File: src/rtl/oc_led_ctrl_pkg.sv
// oc_led_ctrl_pkg
//   Shared types and constants for the LED bank controller.
//   - led_mode_e : per-LED display mode requested by a client
//   - state_e    : ownership state (the owning client index lives in its own register)
//   - phase limits for the 1 s frame made of 1 ms ticks
//   - mode_lit   : maps a mode plus the current waves to a lit/unlit level
package oc_led_ctrl_pkg;

   typedef enum logic [1:0] {
      LedModeOff       = 2'd0,
      LedModeOn        = 2'd1,
      LedModeBlink     = 2'd2,
      LedModeHeartbeat = 2'd3
   } led_mode_e;

   typedef enum logic [1:0] {
      StIdle = 2'd0,
      StOwn  = 2'd1,
      StGap  = 2'd2
   } state_e;

   // Phase is counted in ticks (1 ms each) within a 1000-tick frame.
   localparam int unsigned PhaseFrame      = 1000;
   localparam int unsigned PhaseBlinkEnd   = 500;
   localparam int unsigned PhaseBeat1End   = 100;
   localparam int unsigned PhaseBeat2Start = 200;
   localparam int unsigned PhaseBeat2End   = 300;
   localparam int unsigned PhaseWidth      = 10;

   function automatic logic mode_lit(led_mode_e mode, logic blink_wave, logic heartbeat_wave);
      logic lit;
      lit = 1'b0;
      case (mode)
         LedModeOff:       lit = 1'b0;
         LedModeOn:        lit = 1'b1;
         LedModeBlink:     lit = blink_wave;
         LedModeHeartbeat: lit = heartbeat_wave;
         default:          lit = 1'b0;
      endcase
      return lit;
   endfunction

endpackage

File: src/rtl/oc_led_ctrl_if.sv
// oc_led_ctrl_if
//   Client-facing and LED-facing signal bundle of oc_led_ctrl.
//   - clientReq     : client i requests LED ownership while high
//   - clientMode    : [client][led] 2-bit mode (off, on, blink, heartbeat)
//   - clientGrant   : one-hot owner indication, zero when unowned or in gap
//   - ledBrightness : global brightness (used only when PWM is built in)
//   - ledOut        : to the LED output buffers, high = lit
//   Modports: master drives requests/modes/brightness, slave is the controller.
interface oc_led_ctrl_if #(
   parameter int unsigned LedCount    = 3,
   parameter int unsigned ClientCount = 2,
   parameter int unsigned PwmBits     = 8
);

   logic [ClientCount-1:0]                     clientReq;
   logic [ClientCount-1:0][LedCount-1:0][1:0] clientMode;
   logic [ClientCount-1:0]                     clientGrant;
   logic [PwmBits-1:0]                         ledBrightness;
   logic [LedCount-1:0]                        ledOut;

   modport master (
      output clientReq,
      output clientMode,
      output ledBrightness,
      input  clientGrant,
      input  ledOut
   );

   modport slave (
      input  clientReq,
      input  clientMode,
      input  ledBrightness,
      output clientGrant,
      output ledOut
   );

endinterface

File: src/rtl/oc_led_pattern.sv
// oc_led_pattern
//   1 ms tick generator and 1 s phase counter for the LED controller.
//   Ports:
//   - clock, resetN : clock and synchronous active-low reset
//   - tick          : one-cycle pulse each ClockHz/1000 cycles
//   - blinkWave     : high for the first half of the frame
//   - heartbeatWave : high for phases [0,99] and [200,299]
//   The waves are decoded from the phase value that takes effect at the next edge, so a
//   registered consumer shows a boundary crossing on the cycle right after the tick.
module oc_led_pattern
   import oc_led_ctrl_pkg::*;
#(
   parameter int unsigned ClockHz = 156250000
) (
   input  logic clock,
   input  logic resetN,
   output logic tick,
   output logic blinkWave,
   output logic heartbeatWave
);

   localparam int unsigned TickPeriod = ClockHz / 1000;
   localparam int unsigned TickWidth  = (TickPeriod > 1) ? $clog2(TickPeriod) : 1;
   localparam logic [TickWidth-1:0]  TickLast  = TickWidth'(TickPeriod - 1);
   localparam logic [PhaseWidth-1:0] PhaseLast = PhaseWidth'(PhaseFrame - 1);

   logic [TickWidth-1:0]  tick_count_q, tick_count_d;
   logic [PhaseWidth-1:0] phase_q, phase_d;

   assign tick = (tick_count_q == TickLast);

   always_comb begin
      tick_count_d = tick ? '0 : tick_count_q + TickWidth'(1);
      phase_d      = phase_q;
      if (tick) begin
         phase_d = (phase_q == PhaseLast) ? '0 : phase_q + PhaseWidth'(1);
      end
   end

   always_comb begin
      blinkWave     = (phase_d < PhaseWidth'(PhaseBlinkEnd));
      heartbeatWave = (phase_d < PhaseWidth'(PhaseBeat1End)) ||
                      ((phase_d >= PhaseWidth'(PhaseBeat2Start)) &&
                       (phase_d <  PhaseWidth'(PhaseBeat2End)));
   end

   always_ff @(posedge clock) begin
      if (!resetN) begin
         tick_count_q <= '0;
         phase_q      <= '0;
      end else begin
         tick_count_q <= tick_count_d;
         phase_q      <= phase_d;
      end
   end

endmodule

File: src/rtl/oc_led_ctrl.sv
// oc_led_ctrl
//   Shares the board status LED bank among ClientCount requesters. The lowest-index
//   requester wins; ownership is re-evaluated only on 1 ms ticks, and a change of owner
//   (or release) passes through a one-tick dark GAP. Unowned, LED 0 shows a heartbeat.
//   Ports:
//   - clock, resetN : clock and synchronous active-low reset
//   - bus           : oc_led_ctrl_if slave (requests, modes, brightness, grant, LEDs)
//   Build option: define OC_LED_CTRL_PWM_EN to gate lit LEDs with a free-running
//   PwmBits counter against ledBrightness; otherwise lit LEDs are solid on.
module oc_led_ctrl
   import oc_led_ctrl_pkg::*;
#(
   parameter int unsigned ClockHz     = 156250000,
   parameter int unsigned LedCount    = 3,
   parameter int unsigned ClientCount = 2,
   parameter int unsigned PwmBits     = 8
) (
   input  logic          clock,
   input  logic          resetN,
   oc_led_ctrl_if.slave  bus
);

   localparam int unsigned OwnerWidth = (ClientCount > 1) ? $clog2(ClientCount) : 1;

   logic tick;
   logic blink_wave;
   logic heartbeat_wave;

   oc_led_pattern #(
      .ClockHz(ClockHz)
   ) u_pattern (
      .clock        (clock),
      .resetN       (resetN),
      .tick         (tick),
      .blinkWave    (blink_wave),
      .heartbeatWave(heartbeat_wave)
   );

   // ---------------------------------------------------------------------------------------
   // Fixed-priority arbitration
   // ---------------------------------------------------------------------------------------
   logic                  any_req;
   logic [OwnerWidth-1:0] winner;

   always_comb begin
      any_req = |bus.clientReq;
      winner  = '0;
      // Scan downwards so the lowest-index requester is the last to assign.
      for (int i = ClientCount - 1; i >= 0; i--) begin
         if (bus.clientReq[i]) begin
            winner = OwnerWidth'(i);
         end
      end
   end

   // ---------------------------------------------------------------------------------------
   // Ownership FSM
   // ---------------------------------------------------------------------------------------
   state_e                state_q, state_d;
   logic [OwnerWidth-1:0] owner_q, owner_d;

   always_comb begin
      state_d = state_q;
      owner_d = owner_q;
      if (tick) begin
         case (state_q)
            StIdle: begin
               if (any_req) begin
                  state_d = StOwn;
                  owner_d = winner;
               end
            end
            StOwn: begin
               if (!any_req || (winner != owner_q)) begin
                  state_d = StGap;
               end
            end
            StGap: begin
               if (any_req) begin
                  state_d = StOwn;
                  owner_d = winner;
               end else begin
                  state_d = StIdle;
               end
            end
            default: state_d = StIdle;
         endcase
      end
   end

   // ---------------------------------------------------------------------------------------
   // Brightness gate
   // ---------------------------------------------------------------------------------------
   logic pwm_gate;

`ifdef OC_LED_CTRL_PWM_EN
   logic [PwmBits-1:0] pwm_q;

   // All-ones brightness is full on; the counter alone would leave one dark slot.
   assign pwm_gate = (&bus.ledBrightness) || (pwm_q < bus.ledBrightness);

   always_ff @(posedge clock) begin
      if (!resetN) begin
         pwm_q <= '0;
      end else begin
         pwm_q <= pwm_q + PwmBits'(1);
      end
   end
`else
   logic unused_brightness;

   assign unused_brightness = ^bus.ledBrightness;
   assign pwm_gate          = 1'b1;
`endif

   // ---------------------------------------------------------------------------------------
   // Output decode from the next state, so a tick decision shows on the following cycle
   // ---------------------------------------------------------------------------------------
   logic [LedCount-1:0]    lit;
   logic [LedCount-1:0]    led_d, led_q;
   logic [ClientCount-1:0] grant_d, grant_q;

   always_comb begin
      lit     = '0;
      grant_d = '0;
      case (state_d)
         StIdle: begin
            lit[0] = heartbeat_wave;
         end
         StOwn: begin
            grant_d[owner_d] = 1'b1;
            for (int j = 0; j < LedCount; j++) begin
               lit[j] = mode_lit(led_mode_e'(bus.clientMode[owner_d][j]), blink_wave,
                                 heartbeat_wave);
            end
         end
         default: begin
            lit = '0;
         end
      endcase
      led_d = lit & {LedCount{pwm_gate}};
   end

   always_ff @(posedge clock) begin
      if (!resetN) begin
         state_q <= StIdle;
         owner_q <= '0;
         led_q   <= '0;
         grant_q <= '0;
      end else begin
         state_q <= state_d;
         owner_q <= owner_d;
         led_q   <= led_d;
         grant_q <= grant_d;
      end
   end

   assign bus.ledOut      = led_q;
   assign bus.clientGrant = grant_q;

endmodule

File: src/flat_wrapper.sv
// flat-port wrapper written by rule: the top's interface ports become plain ports
module oc_led_ctrl_flat import oc_led_ctrl_pkg::*;
#(
   parameter int unsigned ClockHz     = 156250000,
   parameter int unsigned LedCount    = 3,
   parameter int unsigned ClientCount = 2,
   parameter int unsigned PwmBits     = 8
)
  (clock, resetN, bus_clientReq, bus_clientMode, bus_ledBrightness, bus_clientGrant, bus_ledOut);
  oc_led_ctrl_if #(.LedCount(LedCount), .ClientCount(ClientCount), .PwmBits(PwmBits)) bus_i ();
  input  logic clock;
  input  logic resetN;
  input wire logic [$bits(bus_i.clientReq)-1:0] bus_clientReq;
  input wire logic [$bits(bus_i.clientMode)-1:0] bus_clientMode;
  input wire logic [$bits(bus_i.ledBrightness)-1:0] bus_ledBrightness;
  output wire logic [$bits(bus_i.clientGrant)-1:0] bus_clientGrant;
  output wire logic [$bits(bus_i.ledOut)-1:0] bus_ledOut;
  assign bus_i.clientReq = bus_clientReq;
  assign bus_i.clientMode = bus_clientMode;
  assign bus_i.ledBrightness = bus_ledBrightness;
  assign bus_clientGrant = bus_i.clientGrant;
  assign bus_ledOut = bus_i.ledOut;
  oc_led_ctrl #(.ClockHz(ClockHz), .LedCount(LedCount), .ClientCount(ClientCount), .PwmBits(PwmBits)) u_core (.clock(clock), .resetN(resetN), .bus(bus_i));
endmodule
File: config.mk
export PLATFORM = sky130hd
export DESIGN_NAME = oc_led_ctrl_flat
export DESIGN_NICKNAME = d
export VERILOG_FILES = /design/src/rtl/oc_led_ctrl_pkg.sv /design/src/rtl/oc_led_ctrl_if.sv /design/src/rtl/oc_led_pattern.sv /design/src/rtl/oc_led_ctrl.sv /design/src/flat_wrapper.sv
export SDC_FILE = /design/constraint.sdc
export NUM_CORES = 1
export LEC_CHECK = 0
export CAP_MARGIN = 20
export CORE_MARGIN = 1.5
export CORE_UTILIZATION = 57
export DETAILED_ROUTE_END_ITERATION = 8
export DONT_BUFFER_PORTS = 1
export PLACE_DENSITY_LB_ADDON = 0.25
export SYNTH_ARGS = -nofsm -noshare
export SYNTH_HDL_FRONTEND = slang
export SYNTH_SLANG_ARGS = --single-unit
File: constraint.sdc
create_clock -name clock -period 2.8 [get_ports clock]
set_clock_uncertainty 0.05 [all_clocks]
set_input_delay 0.56 -clock clock [delete_from_list [all_inputs] [get_ports clock]]
set_output_delay 0.56 -clock clock [all_outputs]
set_load 0.03 [all_outputs]
# Word level (Yosys, flattened, before mapping)
# Cells that the tools add are included.
[classes]
n_reduce_logical = 14
n_lt_le_gt_ge = 6
eq_ne = 15
mux = 20
bitwise = 1
add_sub_neg = 2
[ops]
columns = ["cell", "n"]
rows = [
  ["$lt A10 B9 Y1 const B", 2],
  ["$mux W10", 2],
  ["$add A18 B1 Y18 const B", 1],
  ["$eq A18 B18 Y1 const B", 1],
  ["$eq A2 B2 Y1 const B", 7],
  ["$mux W6", 2],
  ["$pmux W1 S4", 3],
  ["$add A10 B1 Y10 const B", 1],
  ["$eq A10 B10 Y1 const B", 1],
  ["$eq A2 B1 Y1 const B", 5],
  ["$ge A10 B8 Y1 const B", 1],
  ["$logic_not A2 Y1", 5],
  ["$lt A10 B7 Y1 const B", 1],
  ["$mux W1", 7],
  ["$mux W2", 3],
  ["$pmux W2 S3", 1],
  ["$reduce_or A2 Y1", 3],
  ["$logic_and A1 B1 Y1", 2],
  ["$logic_or A1 B1 Y1", 2],
  ["$lt A1 B2 Y1 const B", 1],
  ["$pmux W1 S2", 1],
  ["$reduce_and A2 Y1", 1],
  ["$demux W1 S1", 1],
  ["$ge A1 B1 Y1 const B", 1],
  ["other kinds (3)", 3],
]
[word_totals]
elab_cells = 65
output_inout_bits = 5
ff_bits = 36
in_bits = 24

# Depth between registers and ports, before layout
[depth]
word_depth = 10
mapped_depth = 12
mapped_depth_nobuf = 10

# Cells and area by module
# A second synthesis with hierarchy kept.
[unflattened]
cells_unflattened = 240
hier_area_um2 = 2110.8
[by_module_without_submodules]
columns = ["module", "area_each_um2", "n_inst", "seq_area_each_um2", "cells_each"]
rows = [
  ["oc_led_pattern", 1620.3, 1, 560.5, 184],
  ["oc_led_ctrl", 490.5, 1, 160.2, 56],
]

# Least setup slack after synthesis
# OpenSTA, ideal clock, no wires.
[synth_path]
kind = "reg2reg"
start = "register u_core.u_pattern.tick_count_q[11]"
end = "register u_core.led_q[1] (netlist: u_core.bus.ledOut[1])"
path_stages_with_launch = 10
period_less_slack_ns = 2.738
t_arrival_ns = 2.584
setup_time_ns = 0.103
path_slack_ns = 0.062
cell_sequence = "dfxtp_1 > or4b_1 > or4_1 > buf_2 > or4_1 > o21ai_2 > a22oi_1 > nor2_2 > o311ai_2 > a2111oi_2"
[synth_between]
elab_chain_len = 6
[synth_rtl]
columns = ["item", "line", "text"]
rows = [
  ["start: declaration", "oc_led_pattern.sv:27", "logic [TickWidth-1:0] tick_count_q, tick_count_d;"],
  ["start signal: assignment", "oc_led_pattern.sv:52", "tick_count_q <= tick_count_d;"],
  ["$eq A18 B18 Y1 *", "oc_led_pattern.sv:30", "assign tick = (tick_count_q == TickLast);"],
  ["$mux W10 / $mux W1 (equally long branches)", "oc_led_pattern.sv:35, oc_led_ctrl.sv:65", ""],
  ["$ge A10 B8 Y1 (tied with other cells)", "oc_led_pattern.sv:43", "((phase_d >= PhaseWidth'(PhaseBeat2Start)) &&"],
  ["$logic_and A1 B1 Y1 / $mux W6 (equally long branches)", "n/a", ""],
  ["$logic_or A1 B1 Y1 (tied with other cells)", "oc_led_pattern.sv:42", "heartbeatWave = (phase_d < PhaseWidth'(PhaseBeat1End)) ||"],
  ["$pmux W1 S4", "oc_led_ctrl_pkg.sv:33", "case (mode)"],
  ["end signal: assignment", "oc_led_ctrl.sv:153", "led_q <= led_d;"],
  ["end: declaration", "oc_led_ctrl.sv:120", "logic [LedCount-1:0] led_d, led_q;"],
]
# Every way passes the cells marked *; elsewhere a longest branch is shown, timed or not. The select of a mux whose other input is x is not followed.
# A chain may end at the register's enable or synchronous reset.

# Final worst setup path
[layout_path]
start = "register u_core.u_pattern.tick_count_q[11]"
end = "register u_core.led_q[0] (netlist: u_core.bus.ledOut[0])"
[layout_between]
elab_chain_len = 7
[layout_rtl]
columns = ["item", "line", "text"]
rows = [
  ["$eq A18 B18 Y1 *", "oc_led_pattern.sv:30", ""],
  ["$mux W10 / $mux W1 (equally long branches)", "oc_led_pattern.sv:35, oc_led_ctrl.sv:65", ""],
  ["$ge A10 B8 Y1 (tied with other cells)", "oc_led_pattern.sv:43", ""],
  ["$logic_and A1 B1 Y1 / $mux W6 (equally long branches)", "n/a", ""],
  ["$logic_or A1 B1 Y1 (tied with other cells)", "oc_led_pattern.sv:42", ""],
  ["$pmux W1 S4", "oc_led_ctrl_pkg.sv:33", ""],
  ["$pmux W1 S2 *", "oc_led_ctrl.sv:126", "case (state_d)"],
]
# Marks and branches as above.

==> metrics.csv <==
stage,metric,value,unit
clock_network,clock transition at the registers of the reported paths,80,ps
grt,Top Usage Layer GRT,met2,
setup_path,Worst R2R Path Depth,8,
timing,fin crit period,2884,ps
final_layout,area delta synth->final,20.01,%
route,Vias,2001,
timing,worst hold slack,339.0,ps
logic_synthesis,sequential cell area fraction in the yosys report,34.31,%
setup_path,worst-path maximum fanout,6,
timing,final period utilization,103.0,%
clock_network,Worst-Skew Late Latency,290,ps
timing,RSZ-0062 raised after global routing,yes,
logic_synthesis,"FF+latch count, synth",36,
floorplan,die height,63.71,um
route,DRT antenna net count,0,
final_layout,Finished Core Util,73.25,%
route,TritonRoute pass-1 iters,4,
logic_synthesis,number of synthesized flops with an enable pin,0,
clock_network,H-tree Lvls,2,
grt,antenna violations before repair,0,
power_and_ir_drop,maximum vdd drop,0.0003371,V
floorplan,die area,0.004059,mm^2
timing,Max-slew headroom,59.93,%
clock_network,clk buf depth,2,
outcome,violated checks,setup timing,
setup_path,WS Path Type,register to register,
grt,grt ovf,0,
logic_synthesis,Post-synth top flop,dfxtp_1,
logic_synthesis,Syn Area/Cell,8.111,um^2
route,drt first-iter violations,169,
setup_path,Crit path required time,2950,ps
setup_path,FF-to-FF Start,u_core.u_pattern.tick_count_q[11]$_SDFF_PP0_,
timing,Final Max Slew Viols,0,
clock_network,Root Buffer,clkbuf_8,
floorplan,Starting Density,61.03,%
flow_run,max-cap violation count,0,
final_layout,fraction of layout cells with a size suffix above 1,21.00,%
logic_synthesis,synthesized area,0.002101,mm^2
place,DPL Wire Length,3659,um
timing,"Hold Vio Cnt, Final",0,
grt,met2 Usage GRT,46.32,%
final_layout,most frequent cells in the layout,"dfxtp_1 (36), nor2_1 (29), buf_4 (27), nand2_1 (19), nand3_1 (16)",
timing,slew at the pin with the worst max-slew slack,599.6,ps
grt,GRT met1 Usage,32.74,%
logic_synthesis,async set-or-reset flop fraction in the synthesized netlist,0,%
floorplan,row count,21,
logic_synthesis,distinct cell type count of the synthesized netlist,55,
place,routability-driven placement congestion ratio,0.9640,
setup_path,Setup crit start,u_core.u_pattern.tick_count_q[11]$_SDFF_PP0_,
timing,Fmax,346.7,MHz
grt,first-pass GRT wire length,8549,um
timing,"Worst Setup Slack, final",-84.33,ps
outcome,status,finished with violations,
power_and_ir_drop,Power Density,403.0,mW/mm^2
clock_network,TritonCTS buffer count,5,
grt,GRT Overall Usage,26.98,%
floorplan,die extent in x,63.71,um
setup_path,crit start category,register,
setup_path,worst reg2reg path endpoint,u_core.bus.ledOut[0]$_SDFF_PN0_,
hold_path,Hold Path Class,primary input to register,
final_layout,fin nets,307,
route,DRC,0,
power_and_ir_drop,Static Leak,0.8735,nW
route,DR vias/cell,6.119,
logic_synthesis,Gate Count Post-Synth,259,
grt,largest net degree at the start of global routing,19,
final_layout,"most common cell after layout, fill and taps aside",dfxtp_1,
logic_synthesis,post-synthesis net count,286,
grt,M3 GR Usage,6.786,%
floorplan,Ports,29,
timing,"Setup violations, final",3,
route,Post-Route WL,5206,um
grt,vias in the first global route,1914,
setup_path,crit path capture,u_core.bus.ledOut[0]$_SDFF_PN0_,
floorplan,core area,0.003442,mm^2
setup_path,R2R Setup Slk,-80,ps
clock_network,CTS tree,built,
route,average wire per standard cell,15.92,um
clock_network,Clock Sinks,36,
setup_path,Critical Path Sink Type,register,
place,port buffer count,0,
logic_synthesis,yosys warns,0,
final_layout,antenna fix cells,0,
place,DP Worst Slack,-104.6,ps
setup_path,"Data arrival, critical path",3030,ps
-- state kept, by name, indices dropped and copies added, names as in the netlist --
| signal | count |
|---|---|
| u_core.u_pattern.tick_count_q | 18 |
| u_core.owner_q | 1 |
| u_core.bus.ledOut | 3 |
| u_core.u_pattern.phase_q | 10 |
| u_core.bus.clientGrant | 2 |
| u_core.state_q | 2 |
-- how the worst min path moves through the flow --
stage                                            startpoint                                      endpoint  slack (ps)  depth (start not counted)
5_1_grt                                              resetN        u_core.u_pattern.phase_q[4]$_SDFF_PN0_         320                          1
3_3_place_gp   u_core.u_pattern.tick_count_q[17]$_SDFF_PP0_  u_core.u_pattern.tick_count_q[17]$_SDFF_PP0_         420                          2
6_report                                             resetN                  u_core.state_q[0]$_SDFF_PN0_         340                          1
3_5_place_dp   u_core.u_pattern.tick_count_q[17]$_SDFF_PP0_  u_core.u_pattern.tick_count_q[17]$_SDFF_PP0_         430                          2
4_1_cts                                              resetN        u_core.u_pattern.phase_q[8]$_SDFF_PN0_         330                          1
2_1_floorplan   u_core.u_pattern.tick_count_q[0]$_SDFF_PP0_   u_core.u_pattern.tick_count_q[0]$_SDFF_PP0_         380                          1
-- cells in the mapped netlist (2+ instances only) --
| cell | number | area (um^2) |
|---|---|---|
| dfxtp_1 | 36 | 720.7 |
| xnor2_1 | 7 | 61.31 |
| nor3b_1 | 2 | 15.01 |
| and2_1 | 10 | 62.56 |
| a2111oi_2 | 2 | 30.03 |
| nor4_1 | 4 | 25.02 |
| nand3b_1 | 2 | 15.01 |
| or4_1 | 4 | 30.03 |
| nor3_1 | 4 | 20.02 |
| buf_2 | 3 | 15.01 |
| a22oi_1 | 2 | 15.01 |
| nor2b_1 | 7 | 43.79 |
| and3_1 | 5 | 31.28 |
| o31a_1 | 3 | 26.28 |
| xor2_1 | 9 | 78.83 |
| o21ai_0 | 11 | 55.05 |
| or4b_1 | 2 | 20.02 |
| nand3_1 | 16 | 80.08 |
| ha_1 | 3 | 37.54 |
| o221ai_1 | 2 | 17.52 |
| nand4_1 | 5 | 31.28 |
| o31ai_1 | 2 | 15.01 |
| clkbuf_1 | 10 | 37.54 |
| a21boi_0 | 3 | 22.52 |
| nand2_1 | 20 | 75.07 |
| nand2b_1 | 2 | 12.51 |
| a21oi_1 | 9 | 45.04 |
| or3_1 | 4 | 25.02 |
| inv_1 | 7 | 26.28 |
| a311oi_1 | 5 | 43.79 |
| nor2_1 | 29 | 108.9 |
| a31oi_1 | 4 | 25.02 |
| o211ai_1 | 2 | 15.01 |
| mux2i_1 | 2 | 20.02 |
-- timing repair --
action,CTS,global route
hold buffers,0,0
gates cloned,0,0
pin swaps,1,0
gates resized for setup,12,4
endpoints found under the setup margin,3,3
buffers inserted,0,1
hold endpoints to repair,0,0
-- metrics by stage --
| step | total power, mW | setup TNS, ps | instance area [um^2] | instances |
|---|---|---|---|---|
| final | 1.016 | -246.6 | 2521 | 327 |
| after global routing | 1.053 | -457.2 | 2521 | 327 |
| after CTS | 1.020 | -195.2 | 2489 | 326 |
| after detailed placement | 0.5630 | -302.9 | 2301 | 318 |
| after global placement | 0.5603 | -187.9 | 2301 | 318 |
| after floorplan | 0.5530 | 0 | 2101 | 259 |
-- routing by layer --
metal	share of wire [%]	vias up
met3	4.2	8
met4	1.5	0
li1	-	990
met1	45	946
met2	50	57
met5	0	-
-- worst max-delay path: stages, from the launching register on --
cell,delay [ps]
dfxtp_1,320
or4b_1,560
or4_4,490
or4_4,560
o21ai_2,90
a22oi_1,120
nor2_2,140
o311ai_4,130
a221oi_1,320
-- layout make-up --
type	count	area, um^2
clock inverters	3	42.54
well taps	46	57.56
flip-flops and latches	36	720.7
inverters	7	26.28
clock buffers	5	68.82
fillers	249	920.9
multi-input cells	203	1403
repair buffers	27	202.7
-- power by group --
part / internal [mW] / leakage (nW) / switching (mW)
clock network: 0.264 / 0.0541 / 0.200
logic: 0.0154 / 0.529 / 0.0165
registers: 0.516 / 0.291 / 0.00445
-- kinds of logic after synthesis --
kind of cell | Yosys count | share of synthesized area, %
flops | 36 | 34.31
xor+xnor | 16 | 6.671
simple gates | 123 | 31.39
mux | 3 | 1.489
compound gates | 58 | 20.61
buf+inv | 20 | 3.752
fa+ha+maj | 3 | 1.787
No activity file was read; power rests on OpenSTA's default activity.
